[src/rtl/led_seq_pkg.sv]
// Shared types and LED pattern constants for the LED sequencer.
// The step helpers give the first pattern of each mode and the pattern that follows a given one.
package led_seq_pkg;

  typedef enum logic [1:0] {
    MODE_OFF   = 2'd0,
    MODE_BLINK = 2'd1,
    MODE_CHASE = 2'd2,
    MODE_COUNT = 2'd3
  } mode_e;

  typedef enum logic {
    ST_IDLE = 1'b0,
    ST_RUN  = 1'b1
  } state_e;

  localparam logic [1:0] LED_OFF     = 2'b00;
  localparam logic [1:0] BLINK_ON    = 2'b11;
  localparam logic [1:0] BLINK_OFF   = 2'b00;
  localparam logic [1:0] CHASE_A     = 2'b01;
  localparam logic [1:0] CHASE_B     = 2'b10;
  localparam logic [1:0] COUNT_START = 2'b00;

  function automatic logic [1:0] first_step(input mode_e m);
    case (m)
      MODE_BLINK: return BLINK_ON;
      MODE_CHASE: return CHASE_A;
      MODE_COUNT: return COUNT_START;
      default:    return LED_OFF;
    endcase
  endfunction

  function automatic logic [1:0] next_step(input mode_e m, input logic [1:0] cur);
    case (m)
      MODE_BLINK: return (cur == BLINK_ON) ? BLINK_OFF : BLINK_ON;
      MODE_CHASE: return (cur == CHASE_A) ? CHASE_B : CHASE_A;
      MODE_COUNT: return cur + 2'd1;
      default:    return LED_OFF;
    endcase
  endfunction

endpackage

[src/rtl/led_seq_prescaler.sv]
// Step prescaler: emits a one-cycle tick every DIV enabled cycles.
// Held at zero while disabled; clr restarts the count from the current cycle.
module led_seq_prescaler #(
  parameter int DIV = 25
) (
  input  logic clk,
  input  logic rst,
  input  logic clr,
  input  logic en,
  output logic tick
);

  localparam int W = (DIV > 1) ? $clog2(DIV) : 1;
  localparam logic [W-1:0] LAST = W'(DIV - 1);

  logic [W-1:0] cnt;

  assign tick = en && (cnt == LAST);

  always_ff @(posedge clk or negedge rst) begin
    if (!rst)                     cnt <= '0;
    else if (clr || !en || tick)  cnt <= '0;
    else                          cnt <= cnt + W'(1);
  end

endmodule

[src/rtl/led_seq_ctrl.sv]
// LED pattern sequencer: accepts mode requests and steps a 2-bit LED pattern every DIV cycles.
// Define LED_SEQ_ONESHOT_EN to end each run after REPEAT steps with a done pulse.
module led_seq_ctrl
  import led_seq_pkg::*;
#(
  parameter int DIV    = 25,
  parameter int REPEAT = 8
) (
  input  logic       clk,
  input  logic       rst,
  input  logic       mode_req,
  input  logic [1:0] mode_sel,
  output logic       mode_ack,
  output logic [1:0] next_led,
  output logic       busy,
  output logic       done
);

  state_e     state, state_d;
  mode_e      mode, mode_d, sel;
  logic [1:0] led_d;
  logic       accept, tick, run;

  // A request is taken only when no ack is outstanding, so a held request acks every other cycle.
  assign accept = mode_req && !mode_ack;
  assign sel    = mode_e'(mode_sel);
  assign run    = (state == ST_RUN);
  assign busy   = run;

  led_seq_prescaler #(.DIV(DIV)) u_prescaler (
    .clk  (clk),
    .rst  (rst),
    .clr  (accept),
    .en   (run),
    .tick (tick)
  );

`ifdef LED_SEQ_ONESHOT_EN
  localparam int SW = $clog2(REPEAT + 1);
  localparam logic [SW-1:0] LAST_STEP = SW'(REPEAT - 1);

  logic [SW-1:0] steps, steps_d;
  logic          done_d;
`endif

  always_comb begin
    state_d = state;
    mode_d  = mode;
    led_d   = next_led;
`ifdef LED_SEQ_ONESHOT_EN
    steps_d = steps;
    done_d  = 1'b0;
`endif
    if (accept) begin
      // A new request wins over a same-cycle tick; that tick is dropped.
      mode_d  = sel;
      led_d   = first_step(sel);
      state_d = (sel == MODE_OFF) ? ST_IDLE : ST_RUN;
`ifdef LED_SEQ_ONESHOT_EN
      steps_d = '0;
`endif
    end else if (tick) begin
`ifdef LED_SEQ_ONESHOT_EN
      if (steps == LAST_STEP) begin
        state_d = ST_IDLE;
        led_d   = LED_OFF;
        done_d  = 1'b1;
        steps_d = '0;
      end else begin
        steps_d = steps + SW'(1);
        led_d   = next_step(mode, next_led);
      end
`else
      led_d = next_step(mode, next_led);
`endif
    end
  end

  always_ff @(posedge clk or negedge rst) begin
    if (!rst) begin
      state    <= ST_IDLE;
      mode     <= MODE_OFF;
      next_led <= LED_OFF;
      mode_ack <= 1'b0;
    end else begin
      state    <= state_d;
      mode     <= mode_d;
      next_led <= led_d;
      mode_ack <= accept;
    end
  end

`ifdef LED_SEQ_ONESHOT_EN
  always_ff @(posedge clk or negedge rst) begin
    if (!rst) begin
      steps <= '0;
      done  <= 1'b0;
    end else begin
      steps <= steps_d;
      done  <= done_d;
    end
  end
`else
  assign done = 1'b0;
`endif

endmodule

[config.mk]
export PLATFORM = sky130hd
export DESIGN_NAME = led_seq_ctrl
export DESIGN_NICKNAME = d
export VERILOG_FILES = /design/src/rtl/led_seq_pkg.sv /design/src/rtl/led_seq_prescaler.sv /design/src/rtl/led_seq_ctrl.sv
export SDC_FILE = /design/constraint.sdc
export NUM_CORES = 1
export LEC_CHECK = 0
export ABC_AREA = 1
export BUFFER_PORTS_ARGS = -buffer_cell sky130_fd_sc_hd__buf_2
export CORE_UTILIZATION = 30
export CTS_CLUSTER_SIZE = 14
export DETAILED_ROUTE_END_ITERATION = 7
export PLACE_DENSITY_LB_ADDON = 0.2
export SKIP_CTS_REPAIR_TIMING = 1
export SYNTH_ARGS = -nofsm -noshare
export SYNTH_HDL_FRONTEND = slang
export SYNTH_SLANG_ARGS = --single-unit
[constraint.sdc]
create_clock -name clk -period 3.4 [get_ports clk]
set_clock_uncertainty 0.05 [all_clocks]
set_input_delay 0.34 -clock clk [delete_from_list [all_inputs] [get_ports clk]]
set_output_delay 0.34 -clock clk [all_outputs]
set_load 0.005 [all_outputs]
# ---- Yosys cells after proc, flatten, opt, wreduce, memory -nomap -nowiden
# Index checks and enable logic that the tools add are counted.
dict set report totals {
  register_bits 11
  latch_bits 0
  ram_bits 0
  rom_bits 0
  input_bits 5
  out_inout_bits 5
  wordCells 31
  memories 0
}
dict set report classes {
  n_addsub 2
  n_mul 0
  div_mod_pow 0
  n_lt_le_gt_ge 0
  n_eq_ne 8
  shift 0
  mux 8
  bitwise 0
  n_reduce_logical 8
}
# cell n
set op_table {}
lappend op_table {{$eq 2x2->1 const B} 4}
lappend op_table {{$mux 2} 4}
lappend op_table {{$eq 2x1->1 const B} 3}
lappend op_table {{$pmux 2 s3} 1}
lappend op_table {{$add 5x1->5 const B} 1}
lappend op_table {{$eq 5x5->1 const B} 1}
lappend op_table {{$mux 5} 1}
lappend op_table {{$pmux 2 s2} 1}
lappend op_table {{$add 2x1->2 const B} 1}
lappend op_table {{$logic_and 1x1->1} 2}
lappend op_table {{$logic_not 1->1} 2}
lappend op_table {{$logic_not 2->1} 1}
lappend op_table {{$logic_or 1x1->1} 2}
lappend op_table {{$reduce_bool 2->1} 1}
lappend op_table {{$mux 1} 1}

# ---- Depth between registers and ports, before layout
# Gate-level depths: netlist of run 1.
dict set report logic_depth {
  depth_word 5
  mapped_depth 7
}

# ---- Hierarchy
# Synthesis of run 1 repeated with hierarchy kept, for this count alone.
dict set report unflattened {
  hier_cells 84
  hier_area_um2 665.6
}
# mod n_inst cells_per_inst area_per_inst_um2
set modules_own_cells {}
lappend modules_own_cells {led_seq_ctrl 1 51 386.6}
lappend modules_own_cells {led_seq_prescaler 1 33 279.0}

# ---- Worst setup path after synthesis of run 1
# Ideal clock, no wire load.
dict set report synth_path {
  kind {reg2reg}
  start {register u_prescaler.cnt[0]}
  end {register u_prescaler.cnt[2]}
  t_arrival_ns 0.987
  slack_ns 2.243
  path_stages_with_launch 8
  synth_period_minus_slack_ns 1.157
  path_cell_list {dfrtp_1 -> inv_1 -> ha_1 -> nand3_2 -> nor2_2 -> nor2_4 -> nand2_2 -> nor2_1}
}
dict set report synth_between {
  elab_chain_len 4
}
# item line
set synth_lines {}
lappend synth_lines {{from (decl)} led_seq_prescaler.sv:16} ;# logic [W-1:0] cnt;
lappend synth_lines {{from (signal assigned)} led_seq_prescaler.sv:23} ;# else cnt <= cnt + W'(1);
lappend synth_lines {{branches (longest 3 deep; another with $add 5x1->5)} -}
lappend synth_lines {{$mux 5 (*)} led_seq_prescaler.sv:22} ;# else if (clr || !en || tick) cnt <= '0;
# Every way passes the cells marked *.
# A chain may end at the register's enable or synchronous reset.

# ---- Worst setup path in the final report of run 1
# Ends and elaborated chain as after synthesis.

==> metrics, run 1 <==
status=finished, violations left; failing checks=design-rule violations; crit share post-route=36.7%; Initial Utilization=31.9%; Slowest cell on crit path=dfrtp_1; Top Family by Delay on Critical Path=simple AND/OR/NAND/NOR gates; mux contribution to synthesized area=0%; flops & latches, synth=11; Logic pwr share=18.6%; Post-synth EDFFs=0; Die H=47.7 um; clock tree buffer depth=2; WP data required=3510 ps; worst-skew pair later-pin latency=270 ps; P_leak=0.000371 uW; Int Power=213 uW; DRC Markers=1; Synth cell types=18; Main synth FF type=dfrtp_1; xor-xnor portion of the synthesized cell area=4.20%; Worst Path Buf+Inv=1; Synth Area per Inst=8.94 sq um; Mapped Nets=81; DRT met1 WL=459 um; final setup fails=0; top-count cell post-synth=inv_1; Worst setup SP type=register; largest family of logic cells by synthesized area=simple AND/OR/NAND/NOR gates; global-route wire length before repair=1.79 mm; Ant. Diodes=0; pin count of the biggest net entering global routing=12; Setup TNS=0 ps; ys async rst share=100%; TritonCTS clock tree=built; CP Max Fanout=5; synthesis warning total=0; switch share=28.9%; fin nets=94; DR WL met3=54 um; crit path time final=1250 ps; mean routed wirelength per cell=8.76 um; Final GP Congestion=0.788; clock sink count=11; max incr delay on CP=410 ps; Crit. End Element=register; RSZ-0062 raised after global routing=false; Area Overhead vs Synth=16.4%; clock-pin slew on the worst setup and hold paths=70 ps; Fin. Hold Viols=0; simple-gate share of the synthesized area=27.2%; # IOs=10; Synth top area share=44.0%; main area contributors after synthesis=dfrtp_1 44%, ha_1 12%, nand3_1 9.6%, inv_1 7.8%, nand2_1 4.8%; htree depth=1; Antenna Nets Post-Route=0; NetSw=86.6 uW; Num CTS Buffers=3; uppermost layer routed=met3; share of layout cells above drive strength 1=20.7%; Placement Setup Slack=2140 ps; min-delay worst type=in -> reg; Synth Area in Adders=12.0%; Reg area=275 sq um; crit path DAT=1360 ps; wirelength, routed=955 um; post-synthesis compound-gate area fraction=2.40%; fin worst setup slack=2150 ps; top post-synthesis cells by count=13 x inv_1, 12 x nand3_1, 11 x dfrtp_1; input/output buffers=8; Syn Inst Count=70; sequential share of power=52.4%; Critical Setup Path Class=reg -> reg; Die Footprint=2270 sq um; row count=16; synthesized area=626 sq um; Remaining Overflow, GRT=0; max cap viols=0; multi-input logic area=290 sq um; Max VDD drop=0.201 mV; register area share after synthesis=44.0%; core area=1960 sq um; Clk pwr share=29.0%; vias in the first global route=420; total track usage=12.0%; CP Cell Sequence=inv_1 > ha_1 > nand3_2 > nor2_2 > nor2_4 > nand2_2 > nor2_1; Die Width=47.7 um; DP Wirelength=784 um; clock root cell=clkbuf_4; Met2 Routed Length=441 um; initial DRC count=5; antenna violations before repair=0; vias per cell=4.14; Final Max Tran Viols=0; maximum clock rate=801 MHz; leading area contributor after synthesis=dfrtp_1; DR vias=451; fillers=228; DR pass1 iterations=6; PD cells=412 nW/um^2
## flip-flops by register name (all words and copies together) (netlist names)
signal           flops
mode                 2
u_prescaler.cnt      5
next_led             2
mode_ack             1
busy                 1
## logic make-up (layout without fill, tap and decap cells)
family	count (synthesis)	count (layout)
buffers and inverters	15	27
AO/OA/AOI/OAI	3	3
other	1	1
XOR/XNOR	3	3
adder cells (fa/ha/maj)	6	6
flip-flops	11	11
AND/OR/NAND/NOR	31	31
## placed cells by master, fill, tap and decap left out, types with 2 or more instances in the layout
master	netlist	layout
ha_1	6	6
nor2_1	5	5
buf_2	0	8
nand3_1	12	12
nand2_1	8	8
o21ai_0	3	3
clkbuf_4	0	3
inv_1	13	13
dfrtp_1	11	11
xor2_1	2	2
## worst paths after layout
| kind | cells after the start | to | slack, ps | start |
|---|---|---|---|---|
| worst min register to register | 1 | u_prescaler.cnt[0]$_DFF_PN0_ | 440 | u_prescaler.cnt[0]$_DFF_PN0_ |
| max in group asynchronous | 2 | mode_ack$_DFF_PN0_ | 2680 | rst |
| worst max-delay path | 7 | u_prescaler.cnt[2]$_DFF_PN0_ | 2150 | u_prescaler.cnt[0]$_DFF_PN0_ |
| worst max register to register | 7 | u_prescaler.cnt[2]$_DFF_PN0_ | 2150 | u_prescaler.cnt[0]$_DFF_PN0_ |
| min in group asynchronous | 2 | u_prescaler.cnt[2]$_DFF_PN0_ | 420 | rst |
| worst min-delay path | 3 | mode[1]$_DFFE_PN0P_ | 250 | mode_sel[1] |
## tightest hold or removal path, stage by stage
cell,delay (ps)
buf_2,90
nand2_1,40
o21ai_0,60
## metal layers
| metal | vias up | track usage [%] |
|---|---|---|
| li1 | 240 | - |
| met1 | 203 | 15.1 |
| met2 | 8 | 17.8 |
| met3 | 0 | 6.79 |
| met4 | 0 | 3.33 |
| met5 | - | 0 |
## power groups by stage
stage / sequential [uW] / combinational, uW / clock, uW
after floorplan: 158 / 38.4 / 0
after global routing: 159 / 66.9 / 104
final: 157 / 55.7 / 87.0
after CTS: 157 / 56.7 / 94.0
after global placement: 160 / 56.2 / 0
after detailed placement: 160 / 56.7 / 0
## per-stage QoR
stage / hold WS, ps / util, % / instances / total power [uW] / cell area (sq um)
5_1_grt: 241 / 37.1 / 109 / 330 / 728
4_1_cts: -118 / 36.6 / 108 / 308 / 718
3_3_place_gp: 179 / 35.3 / 104 / 216 / 692
3_5_place_dp: 180 / 35.3 / 104 / 216 / 692
2_1_floorplan: -5.59 / - / 70 / 196 / 626
6_report: 248 / 37.1 / 109 / 300 / 728
## area by class of cell
type | instances | area share [%]
multi-input cells | 44 | 39.9
flip-flops and latches | 11 | 37.8
inverters | 14 | 7.22
clock buffers | 4 | 3.61
repair buffers | 9 | 6.87
well taps | 27 | 4.64
No activity file was read; power rests on OpenSTA's default activity.
==> run 2: changes to the inputs <==
ABC_AREA = 0   (was 1)
clock period = 1.3 ns   (was 3.4 ns; I/O delays follow)
==> run 2 against run 1 <==
The run ends with negative setup slack left. Sequential power grew to 2.6 times the previous value. Worst setup slack worse by 2200 ps. Maximum frequency is 10% lower. Cell count is 3.7% lower. Combinational power grew to 3.5 times the previous value. Clock-buffer cell count stayed put. Synthesized area is 5.4% lower. Non-clock buffer count is 9 higher. Via count is 0.89% higher. First-iteration DRC count is 20% lower. Hold slack worse by 150 ps. Critical path type unchanged. Critical endpoint is now next_led[1]$_DFFE_PN0P_. Largest cell class unchanged.
==> metrics, run 2 <==
crit path DAT=1530 ps (was 1360 ps); Die Footprint=2150 sq um (was 2270 sq um); wirelength, routed=1.09 mm (was 955 um); Worst setup SP type=register (unchanged); Remaining Overflow, GRT=0 (unchanged); final core area utilization=42.9% (was 37.1%); reg-to-reg critical path startpoint=next_led[1]$_DFFE_PN0P_ (was u_prescaler.cnt[0]$_DFF_PN0_); Top Family by Delay on Critical Path=flip-flops (was simple AND/OR/NAND/NOR gates); DR vias=455 (was 451); CP Cell Sequence=inv_1 > ha_1 > mux2_4 > a21oi_2 > mux2i_1 > o21ai_1 (was inv_1 > ha_1 > nand3_2 > nor2_2 > nor2_4 > nand2_2 > nor2_1); leading area contributor after synthesis=dfrtp_1 (unchanged); Post-synth EDFFs=0 (unchanged); clock-pin slew on the worst setup and hold paths=70 ps (about the same); input/output buffers=8 (unchanged); DRC Markers=0 (was 1); Ant. Diodes=0 (unchanged); Area Overhead vs Synth=29.2% (was 16.4%); Synth cell types=19 (was 18); Mapped Nets=71 (was 81); core area=1780 sq um (was 1960 sq um); pin count of the biggest net entering global routing=12 (unchanged); Max VDD drop=0.383 mV (was 0.201 mV); row count=15 (was 16); Die H=46.4 um (was 47.7 um); max incr delay on CP=380 ps (was 410 ps); share of layout cells above drive strength 1=31.3% (was 20.7%); Final Max Tran Viols=0 (unchanged); Initial Utilization=33.2% (was 31.9%); crit path time final=1390 ps (was 1250 ps); clock sink count=11 (unchanged); HP Start=mode_sel[0] (was mode_sel[1]); htree depth=1 (unchanged); DR pass1 iterations=4 (was 6); fillers=182 (was 228); Crit. End Element=register (unchanged); # IOs=10 (unchanged); Num CTS Buffers=3 (unchanged); top flop regs=u_prescaler.cnt x5, mode x2, next_led x2 (unchanged); main area contributors after synthesis=dfrtp_1 47%, ha_1 13%, inv_1 4.4%, nand3_1 4.2%, mux2i_1 3.4% (was dfrtp_1 44%, ha_1 12%, nand3_1 9.6%, inv_1 7.8%, nand2_1 4.8%); register area share after synthesis=46.5% (was 44.0%); Antenna Nets Post-Route=0 (unchanged); status=finished, violations left (unchanged); failing checks=negative setup slack (was design-rule violations); clock tree buffer depth=2 (unchanged); Die Width=46.4 um (was 47.7 um); leading cell types in the layout, fill and taps excluded=11 x dfrtp_1, 9 x buf_4, 8 x buf_2, 7 x inv_1, 6 x ha_1 (was 13 x inv_1, 12 x nand3_1, 11 x dfrtp_1, 8 x nand2_1, 8 x buf_2); DP Wirelength=825 um (was 784 um); Fin. Hold Viols=0 (unchanged); Synth top area share=46.5% (was 44.0%); worst-skew pair later-pin latency=270 ps (about the same); synthesized area=592 sq um (was 626 sq um); Biggest register=u_prescaler.cnt (unchanged); Synth Area per Inst=9.86 sq um (was 8.94 sq um); Setup TNS=-161 ps (was 0 ps); ys async rst share=100% (unchanged); top-count cell post-synth=dfrtp_1 (was inv_1); number of cells on the critical path=6 (was 7); reg2reg end=next_led[1]$_DFFE_PN0P_ (was u_prescaler.cnt[2]$_DFF_PN0_); mean routed wirelength per cell=10.4 um (was 8.76 um); Final GP Congestion=0.725 (was 0.788); maximum clock rate=720 MHz (was 801 MHz); final setup fails=2 (was 0); max cap viols=0 (unchanged); Main synth FF type=dfrtp_1 (unchanged); commonest non-fill, non-tap cell in the layout=dfrtp_1 (was inv_1); total track usage=11.4% (was 12.0%); Worst R2R Path Depth=6 (was 7); clock root cell=clkbuf_4 (unchanged); Hold EP=mode[0]$_DFFE_PN0P_ (was mode[1]$_DFFE_PN0P_); synthesis warning total=0 (unchanged); RSZ-0062 raised after global routing=true (was false); min-delay worst type=in -> reg (unchanged); vias per cell=4.33 (was 4.14); max FFs per register=5 (unchanged); Critical Setup Path Class=reg -> reg (unchanged); vias in the first global route=388 (was 420); fin nets=92 (was 94); global-route wire length before repair=1.59 mm (was 1.79 mm); WHS Path Cells=3 (unchanged); Worst Path Buf+Inv=1 (unchanged); antenna violations before repair=0 (unchanged); Syn Inst Count=60 (was 70); fin worst setup slack=-88.6 ps (was 2150 ps); PD cells=1090 nW/um^2 (was 412 nW/um^2); crit share post-route=107% (was 36.7%); Slowest cell on crit path=dfrtp_1 (unchanged); P_leak=0.000402 uW (was 0.000371 uW); WP data required=1450 ps (was 3510 ps); flops & latches, synth=11 (unchanged); CP Max Fanout=3 (was 5); TritonCTS clock tree=built (unchanged); flop-to-flop setup slack=-90 ps (was 2150 ps); top post-synthesis cells by count=11 x dfrtp_1, 7 x inv_1, 6 x ha_1 (was 13 x inv_1, 12 x nand3_1, 11 x dfrtp_1); initial DRC count=4 (was 5)
run 2: worst min-delay path: stages:
cell     delay [ps]
buf_2           100
inv_1            60
o21ai_0          80
run 2: cell type report:
| cell class | instances | area (sq um) | share of cell area [%] |
|---|---|---|---|
| flip-flops and latches | 11 | 275 | 36.0 |
| multi-input cells | 40 | 288 | 37.6 |
| inverters | 7 | 26.3 | 3.44 |
| clock buffers | 4 | 26.3 | 3.44 |
| well taps | 25 | 31.3 | 4.09 |
| repair buffers | 18 | 118 | 15.4 |
run 2: stage by stage:
step                      hold slack [ps]  cell area (sq um)  instances  worst slack (ps)  total power (uW)
after floorplan                      -216                592         60             -52.2               503
after global placement              -35.8                708         99             -72.0               579
after detailed placement            -34.1                708         99              -109               587
after CTS                            -327                734        103              -124               826
after global routing                  113                764        105              -215               883
final                                 102                764        105             -88.6               834
run 2: routing by layer:
layer,share of wire (%),global-route usage [%]
met3,2.8,3.53
met4,1.7,10.6
met5,0,0
met2,47,15.3
met1,48,14.3
run 2: kinds of logic (layout without fill, tap and decap cells):
kind of cell	Yosys count	count (layout)	synth area share, %
AO/OA/AOI/OAI	7	7	5.92
XOR/XNOR	3	3	4.44
adder cells (fa/ha/maj)	6	6	12.7
buffers and inverters	9	29	6.98
flip-flops	11	11	46.5
multiplexers	3	3	5.29
other	1	1	0.634
AND/OR/NAND/NOR	20	20	17.5
run 2: worst max-delay path by stage:
| stage | start | to |
|---|---|---|
| global route | next_led[1]$_DFFE_PN0P_ | next_led[1]$_DFFE_PN0P_ |
| detailed placement | next_led[1]$_DFFE_PN0P_ | next_led[1]$_DFFE_PN0P_ |
| global placement | next_led[1]$_DFFE_PN0P_ | next_led[1]$_DFFE_PN0P_ |
| CTS | next_led[1]$_DFFE_PN0P_ | next_led[1]$_DFFE_PN0P_ |
| finish | next_led[1]$_DFFE_PN0P_ | next_led[1]$_DFFE_PN0P_ |
| floorplan | next_led[1]$_DFFE_PN0P_ | next_led[1]$_DFFE_PN0P_ |
run 2: power by group:
part,switching (uW),internal [uW],total [uW]
clock network,117,119,236
registers,28.1,374,402
logic,92.7,104,197
total,238,596,834
